<file path="src/rtl/vend_pkg.sv">
// Shared types and helpers for the dispenser scheduler.
//   state_e      : FSM state encoding, ST_IDLE..ST_DONE, 3 bits
//   menu_e       : per-front-end menu code, 2 bits
//   next_phase() : phase that follows the current one for a given drink
package vend_pkg;

    localparam int unsigned STATE_W = 3;
    localparam int unsigned MENU_W  = 2;

    typedef enum logic [STATE_W-1:0] {
        ST_IDLE   = 3'd0,
        ST_WATER  = 3'd1,
        ST_COFFEE = 3'd2,
        ST_CREAM  = 3'd3,
        ST_SUGAR  = 3'd4,
        ST_DONE   = 3'd5
    } state_e;

    typedef enum logic [MENU_W-1:0] {
        MENU_NONE        = 2'b00,
        MENU_BLACK       = 2'b01,
        MENU_CREAM       = 2'b10,
        MENU_CREAM_SUGAR = 2'b11
    } menu_e;

    // Phase order: WATER -> COFFEE -> [CREAM] -> [SUGAR] -> DONE.
    function automatic state_e next_phase(input state_e cur, input menu_e menu);
        state_e nxt;
        nxt = ST_DONE;
        case (cur)
            ST_WATER:  nxt = ST_COFFEE;
            ST_COFFEE: nxt = (menu == MENU_BLACK) ? ST_DONE : ST_CREAM;
            ST_CREAM:  nxt = (menu == MENU_CREAM_SUGAR) ? ST_SUGAR : ST_DONE;
            default:   nxt = ST_DONE;
        endcase
        return nxt;
    endfunction

endpackage

</file>
<file path="src/rtl/vend_rr_arbiter.sv">
// Combinational rotating-priority picker.
//   req_i   : per-requester request
//   ptr_i   : index of the last winner; search starts at ptr_i+1 and wraps
//   gnt_o   : one-hot winner (combinational)
//   idx_o   : binary index of the winner (combinational)
//   valid_o : some request was found (combinational)
module vend_rr_arbiter #(
    parameter int unsigned N_REQ = 2,
    parameter int unsigned IDX_W = 1
) (
    input  logic [N_REQ-1:0] req_i,
    input  logic [IDX_W-1:0] ptr_i,
    output logic [N_REQ-1:0] gnt_o,
    output logic [IDX_W-1:0] idx_o,
    output logic             valid_o
);

    int unsigned cand;
    logic        found;

    // Walk N_REQ candidates starting after the pointer; first hit wins.
    always_comb begin
        gnt_o   = '0;
        idx_o   = '0;
        valid_o = 1'b0;
        found   = 1'b0;
        cand    = 0;
        for (int unsigned k = 1; k <= N_REQ; k++) begin
            cand = (32'(ptr_i) + k) % N_REQ;
            if (!found && req_i[IDX_W'(cand)]) begin
                found               = 1'b1;
                gnt_o[IDX_W'(cand)] = 1'b1;
                idx_o               = IDX_W'(cand);
            end
        end
        valid_o = found;
    end

endmodule

</file>
<file path="src/rtl/vend_dispense_sched.sv">
// Round-robin scheduler for one shared drink dispenser.
//   Clock, nReset           : clock (rising edge), async active-low reset
//   Req[N_REQ]              : per-front-end request level, held until Done
//   Menu[2*N_REQ]           : per-front-end menu code
//   Abort                   : global emergency stop
//   Grant[N_REQ]            : one-hot dispenser owner
//   Done[N_REQ]             : one-cycle completion pulse to the owner
//   Err                     : one-cycle pulse on empty menu or abort
//   Busy                    : dispenser not idle
//   Water/Coffee/Cream/Sugar: registered valve enables, one per phase
module vend_dispense_sched
    import vend_pkg::*;
#(
    parameter int unsigned N_REQ    = 2,
    parameter int unsigned T_WATER  = 4,
    parameter int unsigned T_COFFEE = 2,
    parameter int unsigned T_ADD    = 1,
    parameter int unsigned CNT_W    = 4
) (
    input  logic                    Clock,
    input  logic                    nReset,
    input  logic [N_REQ-1:0]        Req,
    input  logic [MENU_W*N_REQ-1:0] Menu,
    input  logic                    Abort,
    output logic [N_REQ-1:0]        Grant,
    output logic [N_REQ-1:0]        Done,
    output logic                    Err,
    output logic                    Busy,
    output logic                    Water,
    output logic                    Coffee,
    output logic                    Cream,
    output logic                    Sugar
);

    localparam int unsigned IDX_W = (N_REQ > 1) ? $clog2(N_REQ) : 1;

    // Counters run T-1 down to 0, so each phase lasts exactly T cycles.
    localparam logic [CNT_W-1:0] LD_WATER  = CNT_W'(T_WATER - 1);
    localparam logic [CNT_W-1:0] LD_COFFEE = CNT_W'(T_COFFEE - 1);
    localparam logic [CNT_W-1:0] LD_ADD    = CNT_W'(T_ADD - 1);

    state_e             state_q;
    menu_e              menu_q;
    logic [CNT_W-1:0]   cnt_q;
    logic [IDX_W-1:0]   ptr_q;
    logic [N_REQ-1:0]   grant_q;
    logic [N_REQ-1:0]   done_q;
    logic               err_q;
    logic               busy_q;
    logic               water_q;
    logic               coffee_q;
    logic               cream_q;
    logic               sugar_q;

    logic [N_REQ-1:0]   arb_gnt_c;
    logic [IDX_W-1:0]   arb_idx_c;
    logic               arb_valid_c;
    menu_e              req_menu_c [N_REQ];
    menu_e              sel_menu_c;
    state_e             nxt_phase_c;
    logic [CNT_W-1:0]   nxt_load_c;

    vend_rr_arbiter #(
        .N_REQ (N_REQ),
        .IDX_W (IDX_W)
    ) u_arb (
        .req_i   (Req),
        .ptr_i   (ptr_q),
        .gnt_o   (arb_gnt_c),
        .idx_o   (arb_idx_c),
        .valid_o (arb_valid_c)
    );

    // Unpack the flat menu bus and pick the arbitration winner's code.
    always_comb begin
        for (int i = 0; i < int'(N_REQ); i++) begin
            req_menu_c[i] = menu_e'(Menu[i*MENU_W +: MENU_W]);
        end
        sel_menu_c = req_menu_c[arb_idx_c];
    end

    // Phase that follows the current one, and its counter preload.
    always_comb begin
        nxt_phase_c = next_phase(state_q, menu_q);
        nxt_load_c  = LD_WATER;
        case (nxt_phase_c)
            ST_COFFEE:          nxt_load_c = LD_COFFEE;
            ST_CREAM, ST_SUGAR: nxt_load_c = LD_ADD;
            default:            nxt_load_c = LD_WATER;
        endcase
    end

    // Scheduler FSM with registered grant, pulse and valve outputs.
    always_ff @(posedge Clock or negedge nReset) begin
        if (!nReset) begin
            state_q  <= ST_IDLE;
            menu_q   <= MENU_NONE;
            cnt_q    <= '0;
            ptr_q    <= IDX_W'(N_REQ - 1);
            grant_q  <= '0;
            done_q   <= '0;
            err_q    <= 1'b0;
            busy_q   <= 1'b0;
            water_q  <= 1'b0;
            coffee_q <= 1'b0;
            cream_q  <= 1'b0;
            sugar_q  <= 1'b0;
        end else begin
            done_q <= '0;
            err_q  <= 1'b0;
            case (state_q)
                ST_IDLE: begin
                    // Abort in idle only blocks arbitration.
                    if (!Abort && arb_valid_c) begin
                        ptr_q <= arb_idx_c;
                        if (sel_menu_c == MENU_NONE) begin
                            err_q <= 1'b1;
                        end else begin
                            state_q <= ST_WATER;
                            menu_q  <= sel_menu_c;
                            grant_q <= arb_gnt_c;
                            busy_q  <= 1'b1;
                            water_q <= 1'b1;
                            cnt_q   <= LD_WATER;
                        end
                    end
                end
                ST_DONE: begin
                    if (Abort) begin
                        err_q <= 1'b1;
                    end
                    state_q <= ST_IDLE;
                    grant_q <= '0;
                    busy_q  <= 1'b0;
                end
                default: begin
                    if (Abort) begin
                        state_q  <= ST_IDLE;
                        grant_q  <= '0;
                        busy_q   <= 1'b0;
                        err_q    <= 1'b1;
                        water_q  <= 1'b0;
                        coffee_q <= 1'b0;
                        cream_q  <= 1'b0;
                        sugar_q  <= 1'b0;
                        cnt_q    <= '0;
                    end else if (cnt_q != '0) begin
                        cnt_q <= cnt_q - CNT_W'(1);
                    end else begin
                        state_q  <= nxt_phase_c;
                        cnt_q    <= nxt_load_c;
                        water_q  <= 1'b0;
                        coffee_q <= (nxt_phase_c == ST_COFFEE);
                        cream_q  <= (nxt_phase_c == ST_CREAM);
                        sugar_q  <= (nxt_phase_c == ST_SUGAR);
                        if (nxt_phase_c == ST_DONE) begin
                            done_q <= grant_q;
                        end
                    end
                end
            endcase
        end
    end

    assign Grant  = grant_q;
    assign Done   = done_q;
    assign Err    = err_q;
    assign Busy   = busy_q;
    assign Water  = water_q;
    assign Coffee = coffee_q;
    assign Cream  = cream_q;
    assign Sugar  = sugar_q;

endmodule

</file>
<file path="config.mk">
export PLATFORM = sky130hd
export DESIGN_NAME = vend_dispense_sched
export DESIGN_NICKNAME = d
export VERILOG_FILES = /design/src/rtl/vend_pkg.sv /design/src/rtl/vend_rr_arbiter.sv /design/src/rtl/vend_dispense_sched.sv
export SDC_FILE = /design/constraint.sdc
export NUM_CORES = 1
export LEC_CHECK = 0
export CAP_MARGIN = 20
export CORE_MARGIN = 2
export CORE_UTILIZATION = 47
export DETAILED_ROUTE_END_ITERATION = 10
export PLACE_DENSITY = 0.81
export SYNTH_ARGS = -nofsm -noshare
export SYNTH_HDL_FRONTEND = slang
export SYNTH_SLANG_ARGS = --single-unit
</file>
<file path="constraint.sdc">
create_clock -name Clock -period 1.87 [get_ports Clock]
set_input_delay 0.561 -clock Clock [delete_from_list [all_inputs] [get_ports Clock]]
set_output_delay 0.561 -clock Clock [all_outputs]
set_load 0.01 [all_outputs]
</file>
Yosys cells after proc, flatten, opt, wreduce, memory -nomap -nowiden
Cells that the tools add are included.
Cells by class
  $add $sub $neg: 3
  order comparisons: 5
  equal/unequal tests: 15
  muxes and demuxes: 56
  bitwise logic cells: 5
  reduce and logical (&&, ||, !) cells: 19
Operators with widths (number)
  $mux W1: 26
  $mux W2: 12
  $mux W4: 4
  $mux W3: 5
  $eq A3 B2 Y1 const B: 4
  $reduce_and A3 Y1: 4
  $eq A3 B3 Y1 const B: 3
  $pmux W3 S3: 1
  $pmux W2 S2: 2
  $pmux W4 S2: 1
  $ne A2 B2 Y1 const B: 3
  $pmux W3 S2: 1
  $logic_and A1 B1 Y1: 4
  $lt A1 B2 Y1 const B: 2
  $ne A4 B2 Y1 const B: 1
  $pmux W1 S2: 2
  $reduce_and A2 Y1: 2
  $reduce_and A4 Y1: 1
  $reduce_bool A4 Y1: 1
  $reduce_or A2 Y1: 2
  $sub A4 B1 Y4 const B: 1
  $eq A3 B1 Y1 const B: 1
  $logic_not A3 Y1: 1
  $ne A3 B2 Y1 const B: 1
  12 further kinds: 18
Storage, ports and cells
  register bits after elaboration: 20
  input bits: 9
  output and inout port bits: 10
  word-level logic and storage cells: 115

Longest topological paths before layout
  word-level depth: 15
  depth in mapped cells: 7

Hierarchy
From an unflattened synthesis, not the netlist that was laid out.
Second synthesis, totals
  cell total of the unflattened synthesis: 119
  area, all modules: 1207.4 um2
By module, submodules not included
  vend_dispense_sched: times used 1, cells an instance 114, area an instance 1174.9 um2, seq. area each 501.7 um2
  vend_rr_arbiter: times used 1, cells an instance 5, area an instance 32.5 um2, seq. area each 0.0 um2

Worst setup path before layout
No wires, ideal clock.
  path kind: input to register
  start point: input Req[1]
  end point: register state_q[0]
  arrival time: 1.854 ns
  data required time: 1.745 ns
  setup slack: -0.109 ns
  cell stages on the path: 4
  cells stage by stage: a21boi_2 > mux2_4 > a211o_1 > mux2_4
On the way
  word-level cells in the longest chain between the ends: 13
RTL lines
  start: declaration: line vend_dispense_sched.sv:22  | input logic [N_REQ-1:0] Req,
  $mux W1 (not written as such) (2 in a row): line vend_rr_arbiter.sv:30  | if (!found && req_i[IDX_W'(cand)]) begin
  $mux W1: line vend_rr_arbiter.sv:30
  $logic_not A1 Y1: line vend_rr_arbiter.sv:30
  $logic_and A1 B1 Y1: line vend_rr_arbiter.sv:30
  $mux W1: line vend_rr_arbiter.sv:30
  $not A1 Y2 (not written as such): line vend_dispense_sched.sv:79  | sel_menu_c = req_menu_c[arb_idx_c];
  $mux W2 (not written as such) (3 in a row): line vend_dispense_sched.sv:79
  $logic_not A2 Y1: line vend_dispense_sched.sv:116  | if (sel_menu_c == MENU_NONE) begin
  $ne A2 B2 Y1 (no source line)
  $reduce_and A3 Y1 (no source line) (*)
  end signal: assignment: line vend_dispense_sched.sv:150  | state_q <= nxt_phase_c;
  end: declaration: line vend_dispense_sched.sv:42  | state_e state_q;
Every way passes the cells marked *; elsewhere a longest branch is shown, timed or not. The select of a mux whose other input is x is not followed.
A chain may end at the register's enable or synchronous reset.

Final worst setup path
  start point: input Menu[0]
  end point: register state_q[0]
On the way
  word-level cells in the longest chain between the ends: 6
RTL lines
  start: declaration: line vend_dispense_sched.sv:23  | input logic [MENU_W*N_REQ-1:0] Menu,
  $mux W2 (not written as such) (3 in a row): line vend_dispense_sched.sv:79
  $logic_not A2 Y1: line vend_dispense_sched.sv:116
  $ne A2 B2 Y1 (no source line)
  $reduce_and A3 Y1 (no source line)
Every way passes these cells. The select of a mux whose other input is x is not followed.

==> qor.csv <==
stage,metric,value,unit
yosys,synth_area,0.00118,mm²
worst_hold_path,worstHoldStart,ptr_q,
clock_tree,insertion_delay,300,ps
power_and_ir_drop,p_leak,0.702,nW
critical_path,reg2reg_slack,70,ps
place,port_buffers,18,
sta,period_needed,1870,ps
yosys,ys_types,39,
finish,syn_to_final_growth,38.2,%
global_route,grt.total_usage,22.0,%
critical_path,cp.arrival,2060,ps
place,hpwlAfterDp,2230,µm
finish,drive_gt1_share,23.6,%
yosys,synth-seq-cells,20,
sta,finClkSkew,9.74,ps
yosys,ys_warn_count,0,
floorplan,rows,18,
clock_tree,clock_path_buffers,2,
floorplan,die_w,54.0,µm
finish,finalCoreUtilization,66.8,%
detailed_routing,wirelength,3010,µm
finish,fillers,184,
detailed_routing,first_pass_iters,4,
detailed_routing,post_drt_wl_per_cell,15.4,µm
sta,slew_headroom,74.5,%
sta,period_share,99.7,%
sta,setup_viol,0,
sta,finalHoldViolations,0,
critical_path,cp_slowest_stage_delay,480,ps
place,place_area,0.00153,mm²
detailed_routing,vias,1126,
sta,worst_pin_slew,381,ps
critical_path,critPathKind,input pin to flop,
global_route,grt_pass1_vias,1031,
power_and_ir_drop,p_sw,1.14,mW
detailed_routing,routed_via_density,5.77,
power_and_ir_drop,swShare,42.6,%
yosys,synthCells,127,
job,drv_cap,0,
floorplan,dieArea,0.00292,mm²
critical_path,reg2reg_to,cnt_q[1],
yosys,synth_nets,138,
floorplan,ios,19,
critical_path,path_common_cell,mux2_4,
critical_path,critPathSlowestCell,clkdlybuf4s50_1,
power_and_ir_drop,p_clk_share,9.6,%
detailed_routing,detail-route-antenna-nets,0,
finish,stdcell_count,195,
power_and_ir_drop,p_per_area,1640,mW/mm²
power_and_ir_drop,design_power_total,2.67,mW
critical_path,critPathLaunchType,input pin,
clock_tree,cts_tree,done,
critical_path,reg2regPathDepth,6,
clock_tree,cts-root-buf,clkbuf_4,
clock_tree,cts_made_buffers,3,
global_route,grt_max_degree,21,
critical_path,critPathCaptureType,flop,
power_and_ir_drop,pwr-share-seq,30.0,%
yosys,seq_area_frac_synth,42.7,%
floorplan,start_util,48.4,%
global_route,antenna_found_initial,0,
finish,diodes,0,
critical_path,crit_fanout,3,
finish,seq_area,502,µm²
floorplan,core,0.00243,mm²
finish,multi_input_area,681,µm²
power_and_ir_drop,pwr-share-comb,60.4,%
critical_path,crit_chain,clkdlybuf4s50_1 -> nor2_1 -> mux2_4 -> a211o_4 -> mux2_4,
detailed_routing,drc,0,
finish,nets,177,
critical_path,critPathRequiredTime,2060,ps
power_and_ir_drop,irDropWorstVdd,1140,µV
global_route,grt.overflow.total,0,
place,gp_congestion,0.837,
worst_hold_path,min_path_cells,2,
detailed_routing,drt_iter0_markers,15,
worst_hold_path,hold_path.class,flop to flop,
sta,setup_tns,0,ps
finish,stdcell_area,0.00163,mm²
clock_tree,path_clk_slew,120,ps
floorplan,die_height,54.0,µm
status,status,completed,
worst_hold_path,hold_end,ptr_q,
global_route,grt_pass1_wl,4630,µm
critical_path,r2r-start,cnt_q[0],
place,placed_cells,190,
power_and_ir_drop,p_int,1.53,mW
sta,drv_slew,0,
clock_tree,cts.sinks,20,
clock_tree,h-tree-depth,1,
sta,fmax,536,MHz
yosys,syn_area_per_cell,9.26,µm²
critical path: cells and delay by family:
| family | cells | cell delay [ps] |
|---|---|---|
| mux | 2 | 590 |
| buf+inv | 1 | 480 |
| compound gates | 1 | 350 |
| simple gates | 1 | 70 |
cells in the final DEF, fill, tap and decap left out, types with 3 or more instances in the layout:
cell,instances
clkdlybuf4s50_1,16
o21ai_0,13
a31oi_1,4
dfrtp_1,19
nand2b_1,5
mux2i_1,3
nor3_1,5
nand2_1,7
a21oi_1,10
inv_1,6
mux2_4,3
nor2_1,8
buf_4,21
nor2b_1,3
or3_1,3
clkbuf_4,3
and2_1,4
how the worst max path moves through the flow:
| stage | from | to | depth (start not counted) |
|---|---|---|---|
| after global placement | Req[1] | state_q[2] | 5 |
| after floorplan | Req[1] | state_q[0] | 4 |
| after global routing | cnt_q[0] | state_q[0] | 6 |
| after CTS | Menu[0] | state_q[0] | 5 |
| final | Menu[0] | state_q[0] | 5 |
| after detailed placement | Req[1] | state_q[0] | 5 |
layout make-up:
cell class / count / area share (%)
Sequential cell: 20 / 30.9
Multi-Input combinational cell: 95 / 41.9
Inverter: 6 / 1.39
Clock buffer: 4 / 2.23
Timing Repair Buffer: 40 / 21.3
Tap cell: 30 / 2.31
power by group through the flow:
| stage | clock [mW] | sequential, mW | combinational [mW] |
|---|---|---|---|
| final | 0.256 | 0.801 | 1.61 |
| after CTS | 0.256 | 0.786 | 1.50 |
| after detailed placement | 0 | 0.794 | 1.47 |
| after floorplan | 0 | 0.760 | 0.909 |
| after global placement | 0 | 0.780 | 1.41 |
| after global routing | 0.278 | 0.827 | 1.75 |
cells by family (layout without fill, tap and decap cells):
group | Yosys count | in the layout | share of synthesized area, %
adder cells (fa/ha/maj) | 2 | 2 | 2.13
multiplexers | 6 | 6 | 6.38
AND/OR/NAND/NOR | 43 | 43 | 19.4
AO/OA/AOI/OAI | 43 | 43 | 24.7
buffers and inverters | 12 | 50 | 4.04
XOR/XNOR | 1 | 1 | 0.745
flip-flops | 20 | 20 | 42.7
stage by stage:
stage,setup slack [ps],hold slack [ps]
after floorplan,-10.7,265
after global placement,-444,483
after detailed placement,-488,486
after CTS,-3.64,505
after global routing,-7.91,550
final,4.68,505
synthesized netlist by cell type:
| library cell | count | share of area, % |
|---|---|---|
| nor4_1 | 1 | 0.53 |
| nor2_1 | 8 | 2.6 |
| dfstp_2 | 1 | 2.2 |
| mux2i_1 | 3 | 2.6 |
| a32o_1 | 1 | 0.85 |
| or2_0 | 1 | 0.53 |
| o41ai_2 | 1 | 1.4 |
| nand3_1 | 2 | 0.85 |
| o21bai_1 | 1 | 0.64 |
| or3_1 | 3 | 1.6 |
| nand4_1 | 1 | 0.53 |
| nand2_1 | 7 | 2.2 |
| o2111ai_1 | 1 | 0.74 |
| buf_2 | 2 | 0.85 |
| dfrtp_1 | 19 | 40 |
| a211o_1 | 1 | 0.74 |
| a31oi_1 | 4 | 2.1 |
| o21ai_0 | 14 | 6.0 |
| o31a_1 | 1 | 0.74 |
| a21boi_2 | 1 | 0.96 |
| mux2_4 | 3 | 3.8 |
| a21oi_1 | 10 | 4.3 |
| nor2b_1 | 3 | 1.6 |
| or3b_1 | 1 | 0.74 |
| inv_1 | 6 | 1.9 |
| a211oi_2 | 1 | 1.1 |
| ha_1 | 2 | 2.1 |
| and2_1 | 4 | 2.1 |
| nor3b_1 | 2 | 1.3 |
| nor3_1 | 5 | 2.1 |
| a2111oi_0 | 1 | 0.74 |
| o31ai_2 | 1 | 1.1 |
| o221ai_1 | 1 | 0.74 |
| o22a_1 | 2 | 1.5 |
| nand2b_1 | 5 | 2.7 |
| clkbuf_1 | 4 | 1.3 |
| o22ai_1 | 1 | 0.53 |
| a22oi_1 | 1 | 0.64 |
| xnor2_1 | 1 | 0.74 |
repair_timing:
| item | CTS | global route |
|---|---|---|
| setup buffers | 1 | 0 |
| pin swaps | 2 | 1 |
| gates resized for setup | 3 | 9 |
| setup endpoints to repair | 8 | 11 |
| hold buffers | 0 | 0 |
sequential cells by signal, summed over array words and instances (netlist names), 2 cells and up:
signal / cells
Done: 2
cnt_q: 4
state_q: 3
Grant: 2
menu_q: 2
per-layer routing:
metal | global-route usage [%] | share of wire, % | up-vias
met4 | 6.25 | 0.63 | 0
li1 | - | - | 543
met2 | 38.2 | 51 | 22
met5 | 0 | 0 | -
met3 | 3.06 | 3.8 | 2
met1 | 28.4 | 44 | 559
(Power assumes the default switching activity.)
